**src/rtl/color_decode_pkg.sv**
```systemverilog
// Shared types and constants for the colour-word decoder.
package color_decode_pkg;

    typedef enum logic [2:0] {
        IDLE,
        SETUP,
        DIVIDE,
        SCALE,
        DONE
    } state_t;

    typedef logic [2:0] sector_t;

    localparam int LED_BITS  = 8;
    localparam int RED_LSB   = 16;
    localparam int GREEN_LSB = 8;
    localparam int BLUE_LSB  = 0;

    // Pull one 8-bit channel out of a packed {R,G,B} word.
    function automatic logic [LED_BITS-1:0] channelOf(
        input logic [3*LED_BITS-1:0] rgb,
        input int                    lsb
    );
        return rgb[lsb +: LED_BITS];
    endfunction

endpackage

```
**src/rtl/color_frac_div.sv**
```systemverilog
// Bit-serial restoring divider producing floor(num * 2^D / den).
// The numerator never exceeds the denominator, so the quotient MSB is
// resolved at load time and the remaining D bits take one cycle each.
module color_frac_div
    import color_decode_pkg::*;
#(
    parameter int D = 11
) (
    input  logic                clk,
    input  logic                rst,
    input  logic                load_i,
    input  logic [LED_BITS-1:0] num_i,
    input  logic [LED_BITS-1:0] den_i,
    output logic                busy_o,
    output logic                done_o,
    output logic [D:0]          quot_o
);

    localparam int CW = $clog2(D + 1);

    logic [LED_BITS-1:0] remQ;
    logic [LED_BITS-1:0] denQ;
    logic                qHiQ;
    logic [D-1:0]        qLoQ;
    logic [CW-1:0]       countQ;

    logic [LED_BITS:0]   remShift;
    logic                fits;
    logic [LED_BITS-1:0] remD;

    // One restoring step: shift the remainder and subtract the divisor if it fits.
    always_comb begin
        remShift = {remQ, 1'b0};
        fits     = (remShift >= {1'b0, denQ});
        remD     = fits ? LED_BITS'(remShift - {1'b0, denQ}) : remShift[LED_BITS-1:0];
    end

    // Load resolves the top quotient bit; afterwards one lower bit per clock.
    always_ff @(posedge clk or negedge rst) begin
        if (!rst) begin
            remQ   <= '0;
            denQ   <= '0;
            qHiQ   <= 1'b0;
            qLoQ   <= '0;
            countQ <= '0;
        end else if (load_i) begin
            remQ   <= (num_i >= den_i) ? (num_i - den_i) : num_i;
            denQ   <= den_i;
            qHiQ   <= (num_i >= den_i);
            qLoQ   <= '0;
            countQ <= CW'(D);
        end else if (countQ != '0) begin
            remQ   <= remD;
            qLoQ   <= {qLoQ[D-2:0], fits};
            countQ <= countQ - CW'(1);
        end
    end

    // done_o marks the cycle whose closing edge writes the last quotient bit.
    assign busy_o = (countQ != '0);
    assign done_o = (countQ == CW'(1));
    assign quot_o = {qHiQ, qLoQ};

endmodule

```
**src/rtl/color_decode.sv**
```systemverilog
// Recovers note hue and amplitude from a 24-bit LED colour word.
// Sequence: latch colour, classify sector, serial divide, scale to hue.
module color_decode
    import color_decode_pkg::*;
#(
    parameter int D        = 11,
    parameter int HueScale = 683,
    parameter int HueShift = 13
) (
    input  logic                  clk,
    input  logic                  rst,
    input  logic [3*LED_BITS-1:0] rgb_i,
    input  logic                  start,
    output logic [D-2:0]          noteHue_o,
    output logic [D-2:0]          noteAmplitude_o,
    output logic                  busy,
    output logic                  data_v
);

    localparam int PW = 2 * D + 2;
    localparam logic [PW-1:0] HUE_MAX = PW'((1 << (D - 1)) - 1);

    state_t                stateQ;
    logic [3*LED_BITS-1:0] rgbQ;
    sector_t               sectorQ;
    logic                  invertQ;
    logic [LED_BITS-1:0]   maxQ;
    logic [D-2:0]          hueQ;
    logic [D-2:0]          ampQ;
    logic                  busyQ;
    logic                  dataVQ;

    logic [LED_BITS-1:0]   red;
    logic [LED_BITS-1:0]   green;
    logic [LED_BITS-1:0]   blue;
    logic [LED_BITS-1:0]   maxCh;
    logic [LED_BITS-1:0]   minCh;
    sector_t               sectorD;
    logic [LED_BITS-1:0]   numD;
    logic [LED_BITS-1:0]   denD;
    logic                  invertD;

    logic                  divBusy;
    logic                  divDone;
    logic [D:0]            divQuot;

    logic [D-1:0]          fracClamped;
    logic [D-1:0]          frac;
    logic [D+2:0]          pos;
    logic [PW-1:0]         prod;
    logic [PW-1:0]         hueWide;
    logic [D-2:0]          hueD;
    logic [D-2:0]          ampD;

    // Classify the latched colour into a hue sixth and its numerator/denominator.
    always_comb begin
        red     = channelOf(rgbQ, RED_LSB);
        green   = channelOf(rgbQ, GREEN_LSB);
        blue    = channelOf(rgbQ, BLUE_LSB);
        maxCh   = red;
        sectorD = 3'd0;
        numD    = '0;
        invertD = 1'b0;
        if (red >= green && red >= blue) begin
            maxCh = red;
            if (green >= blue) begin
                sectorD = 3'd0;
                numD    = green - blue;
            end else begin
                sectorD = 3'd5;
                numD    = blue - green;
                invertD = 1'b1;
            end
        end else if (green >= blue) begin
            maxCh = green;
            if (blue >= red) begin
                sectorD = 3'd2;
                numD    = blue - red;
            end else begin
                sectorD = 3'd1;
                numD    = red - blue;
                invertD = 1'b1;
            end
        end else begin
            maxCh = blue;
            if (red >= green) begin
                sectorD = 3'd4;
                numD    = red - green;
            end else begin
                sectorD = 3'd3;
                numD    = green - red;
                invertD = 1'b1;
            end
        end
        minCh = red;
        if (green < minCh) minCh = green;
        if (blue < minCh)  minCh = blue;
        denD = maxCh - minCh;
        if (denD == '0) begin
            numD    = '0;
            denD    = 8'd1;
            sectorD = 3'd0;
            invertD = 1'b0;
        end
    end

    color_frac_div #(
        .D(D)
    ) u_div (
        .clk    (clk),
        .rst    (rst),
        .load_i (stateQ == SETUP),
        .num_i  (numD),
        .den_i  (denD),
        .busy_o (divBusy),
        .done_o (divDone),
        .quot_o (divQuot)
    );

    // Turn the finished quotient into a sector position, then scale it to hue.
    always_comb begin
        fracClamped = divQuot[D] ? {D{1'b1}} : divQuot[D-1:0];
        frac        = invertQ ? ({D{1'b1}} - fracClamped) : fracClamped;
        pos         = {sectorQ, frac};
        prod        = PW'(pos) * PW'(HueScale);
        hueWide     = prod >> HueShift;
        hueD        = (hueWide > HUE_MAX) ? HUE_MAX[D-2:0] : hueWide[D-2:0];
        ampD        = (D-1)'(maxQ) << (D - 9);
    end

    // Control sequence with registered busy/data_v and held result registers.
    always_ff @(posedge clk or negedge rst) begin
        if (!rst) begin
            stateQ  <= IDLE;
            rgbQ    <= '0;
            sectorQ <= '0;
            invertQ <= 1'b0;
            maxQ    <= '0;
            hueQ    <= '0;
            ampQ    <= '0;
            busyQ   <= 1'b0;
            dataVQ  <= 1'b0;
        end else begin
            case (stateQ)
                IDLE: begin
                    dataVQ <= 1'b0;
                    if (start) begin
                        rgbQ   <= rgb_i;
                        busyQ  <= 1'b1;
                        stateQ <= SETUP;
                    end
                end
                SETUP: begin
                    sectorQ <= sectorD;
                    invertQ <= invertD;
                    maxQ    <= maxCh;
                    stateQ  <= DIVIDE;
                end
                DIVIDE: begin
                    if (divDone || !divBusy) begin
                        stateQ <= SCALE;
                    end
                end
                SCALE: begin
                    hueQ   <= hueD;
                    ampQ   <= ampD;
                    dataVQ <= 1'b1;
                    stateQ <= DONE;
                end
                DONE: begin
                    dataVQ <= 1'b0;
                    busyQ  <= 1'b0;
                    stateQ <= IDLE;
                end
                default: begin
                    dataVQ <= 1'b0;
                    busyQ  <= 1'b0;
                    stateQ <= IDLE;
                end
            endcase
        end
    end

    assign noteHue_o       = hueQ;
    assign noteAmplitude_o = ampQ;
    assign busy            = busyQ;
    assign data_v          = dataVQ;

endmodule

```
**config.mk**
```make
export PLATFORM = sky130hd
export DESIGN_NAME = color_decode
export DESIGN_NICKNAME = d
export VERILOG_FILES = /design/src/rtl/color_decode_pkg.sv /design/src/rtl/color_frac_div.sv /design/src/rtl/color_decode.sv
export SDC_FILE = /design/constraint.sdc
export NUM_CORES = 1
export LEC_CHECK = 0
export CAP_MARGIN = 20
export CORE_MARGIN = 4
export CORE_UTILIZATION = 35
export CTS_CLUSTER_SIZE = 40
export DETAILED_ROUTE_END_ITERATION = 12
export PLACE_DENSITY_LB_ADDON = 0.2
export SLEW_MARGIN = 10
export SYNTH_ARGS = -nofsm -noshare
export SYNTH_HDL_FRONTEND = slang
export SYNTH_SLANG_ARGS = --single-unit
export TNS_END_PERCENT = 100
```
**constraint.sdc**
```tcl
create_clock -name clk -period 19.5 [get_ports clk]
set_clock_uncertainty 0.15 [all_clocks]
set_input_delay 1.95 -clock clk [delete_from_list [all_inputs] [get_ports clk]]
set_output_delay 1.95 -clock clk [all_outputs]
set_load 0.005 [all_outputs]
```
==> impl_metrics.toml <==
[critical_path]
ff2ff_setup_slack_ns = 10.10
crit_fanout = 14
crit_path_end_kind = "register"
startpoint_type = "register"
critPathKind = "register to register"
critical-path-max-stage-delay_ns = 0.65
required_ns = 19.59
worstPathArrival_ns = 9.49
cp_slowest_cell = "a21oi_1"
cpMostUsedCell = "a21oi_1"

[sta]
rsz0062_at_grt = "false"
worst_slew_pin_slew_ns = 0.870
fin_crit_sh = 0.482
period_needed_ns = 9.40
max_freq_mhz = 106
slew_viol_final = 0
hold_viol_final = 0
slew_headroom = 0.414
finalSetupTns_ns = 0
setup_viol = 0

[synthesis]
synth_edf_count = 0
synth_area_per_cell_sq_um = 8.97
yosys_warnings = 0
synth.area.top_cells = "dfrtp_1 23%, ha_1 20%, fa_1 9.7%"
async_flop_share = 1.00
yosysTopAreaCell = "dfrtp_1"
ys_ff_latch = 90
ys_dominant_reg_cell = "dfrtp_1"
synth_top_area_share = 0.232
seq_area_frac_synth = 0.232
syn_inst = 1080
syn_area_sq_mm = 0.00969
ys_types = 79

[global_route]
grt_overflow_total = 0
grt_pass1_vias = 7602
grt_util_all_layers = 0.164
grt_pass1_wl_um = 40700
grt_max_degree = 56
grt_antenna_before_repair = 0

[placement]
dp_hpwl_um = 19600
place_congestion = 0.884
dpl_cell_area_sq_mm = 0.0105
portBuffers = 46

[cts]
clk_path_buf_depth = 2
clock_latency_ns = 0.36
postCtsHoldBufs = 0
ctsResizeCount = 0
htreeDepth = 3
clkTransAtPathRegs_ns = 0.08
cts_setup_buffers = 0
cts-buffers-inserted = 9
cts_tree = "built"
clock-sinks = 90
root_buffer = "clkbuf_16"

[floorplan]
io-pin-count = 49
coreArea_sq_mm = 0.0271
die_w_um = 174
die_area_sq_mm = 0.0304
start_util = 0.358
rows = 60
die_h_um = 174

[route]
routed_wl_um = 24300
drt_iter0_drc = 439
wl_met3_um = 1050
post_drt_wl_per_cell_um = 16.3
m1WireLength_um = 12200
viasPerCell = 5.12
routed.top_layer = "met4"
wl_met2_um = 10700
num_vias = 7615
ant_nets = 0
first_pass_iters = 5
drcViolationCount = 0

[finish]
fillCellCount = 2752
layout-area-overhead-vs-synth_pct = 11.8
layout.nets = 1335
layout-drive-gt1-share = 0.0709
diodes = 0
design_area_sq_mm = 0.0108

[hold_path]
min_path_type = "register to register"

[job]
maxCapViolCount = 0

[status]
status = "finished, final reports clean"
layer usage:
| layer | GRT usage | vias to the layer above |
|---|---|---|
| met5 | 0 | - |
| met4 | 0.0363 | 0 |
| met3 | 0.0261 | 29 |
| met2 | 0.258 | 177 |
| met1 | 0.238 | 3585 |
| li1 | - | 3824 |
critical path, delay by kind of cell, from the launching register on:
family,cells,cell delay [ns]
buf+inv,3,0.34
compound gates,18,3.73
mux,1,0.31
xor+xnor,1,0.25
flops,1,0.54
fa+ha+maj,6,1.89
simple gates,7,2.07
flip-flops by register name, summed over array words and instances (netlist names):
name / count
noteHue_o: 10
busy: 1
maxQ: 8
u_div.denQ: 8
sectorQ: 3
u_div.qHiQ: 1
stateQ: 3
u_div.remQ: 8
data_v: 1
u_div.qLoQ: 11
rgbQ: 24
noteAmplitude_o: 8
u_div.countQ: 4
logic make-up after synthesis:
| kind of cell | count (synthesis) | share of synthesized area |
|---|---|---|
| simple gates | 284 | 0.136 |
| flops | 90 | 0.232 |
| mux | 38 | 0.0417 |
| fa+ha+maj | 199 | 0.293 |
| compound gates | 272 | 0.188 |
| other cells | 1 | 0.000387 |
| buf+inv | 142 | 0.0573 |
| xor+xnor | 54 | 0.0511 |
cells in the mapped netlist, drive strengths merged (7+ instances only):
master	instances
ha	152
nand2	126
inv	103
dfrtp	90
o21ai	77
nor2	76
a21oi	67
fa	47
xnor2	39
clkbuf	30
a31oi	23
a21o	21
mux2	19
mux2i	19
nor3	15
a211oi	14
xor2	14
nand3	13
nand2b	10
o211ai	10
buf	9
nand4	9
nor2b	9
and2	7
placed cells by master, fill, tap and decap left out, types with 8 or more instances in the layout:
cell type / instances
nor2_1: 73
inv_1: 103
xor2_1: 13
mux2_2: 19
nand2_1: 126
a21oi_1: 61
clkdlybuf4s50_1: 45
a21o_1: 21
fa_1: 47
dfrtp_1: 90
mux2i_1: 19
nand4_1: 8
ha_1: 152
nand2b_1: 10
xnor2_1: 39
o21ai_0: 66
o21ai_1: 9
a211oi_1: 12
nor2b_1: 8
clkbuf_16: 9
buf_4: 10
o211ai_1: 10
nand3_1: 13
nor3_1: 12
a31oi_1: 21
worst paths after layout:
kind / to / from / cells past startpoint
max in group asynchronous: u_div.qLoQ[2] / rst / 2
hold / removal: maxQ[2] / maxQ[2] / 2
setup / recovery: u_div.remQ[6] / rgbQ[17] / 36
min in group asynchronous: u_div.countQ[2] / rst / 1
setup reg to reg: u_div.remQ[6] / rgbQ[17] / 36
hold reg to reg: maxQ[2] / maxQ[2] / 2
stage by stage:
step,utilization,hold WS (ns),std cells,setup WS (ns)
after floorplan,-,0.290,1081,11.43
after global placement,0.388,0.312,1469,10.40
after detailed placement,0.389,0.314,1470,10.13
after CTS,0.400,0.333,1486,10.10
after global routing,0.400,0.351,1486,9.22
final,0.400,0.328,1486,10.10
layout make-up:
type	count	area, sq um	area share
clock inverter	7	66.3	0.00612
tap	372	465	0.0430
multi-input combinational	849	6890	0.637
timing repair buffer	56	541	0.0499
clock buffer	9	225	0.0208
sequential	90	2250	0.208
inverter	103	387	0.0357
Power is not shown: default switching activity piles up to over one toggle a cycle in this logic, so the estimate is an artifact.
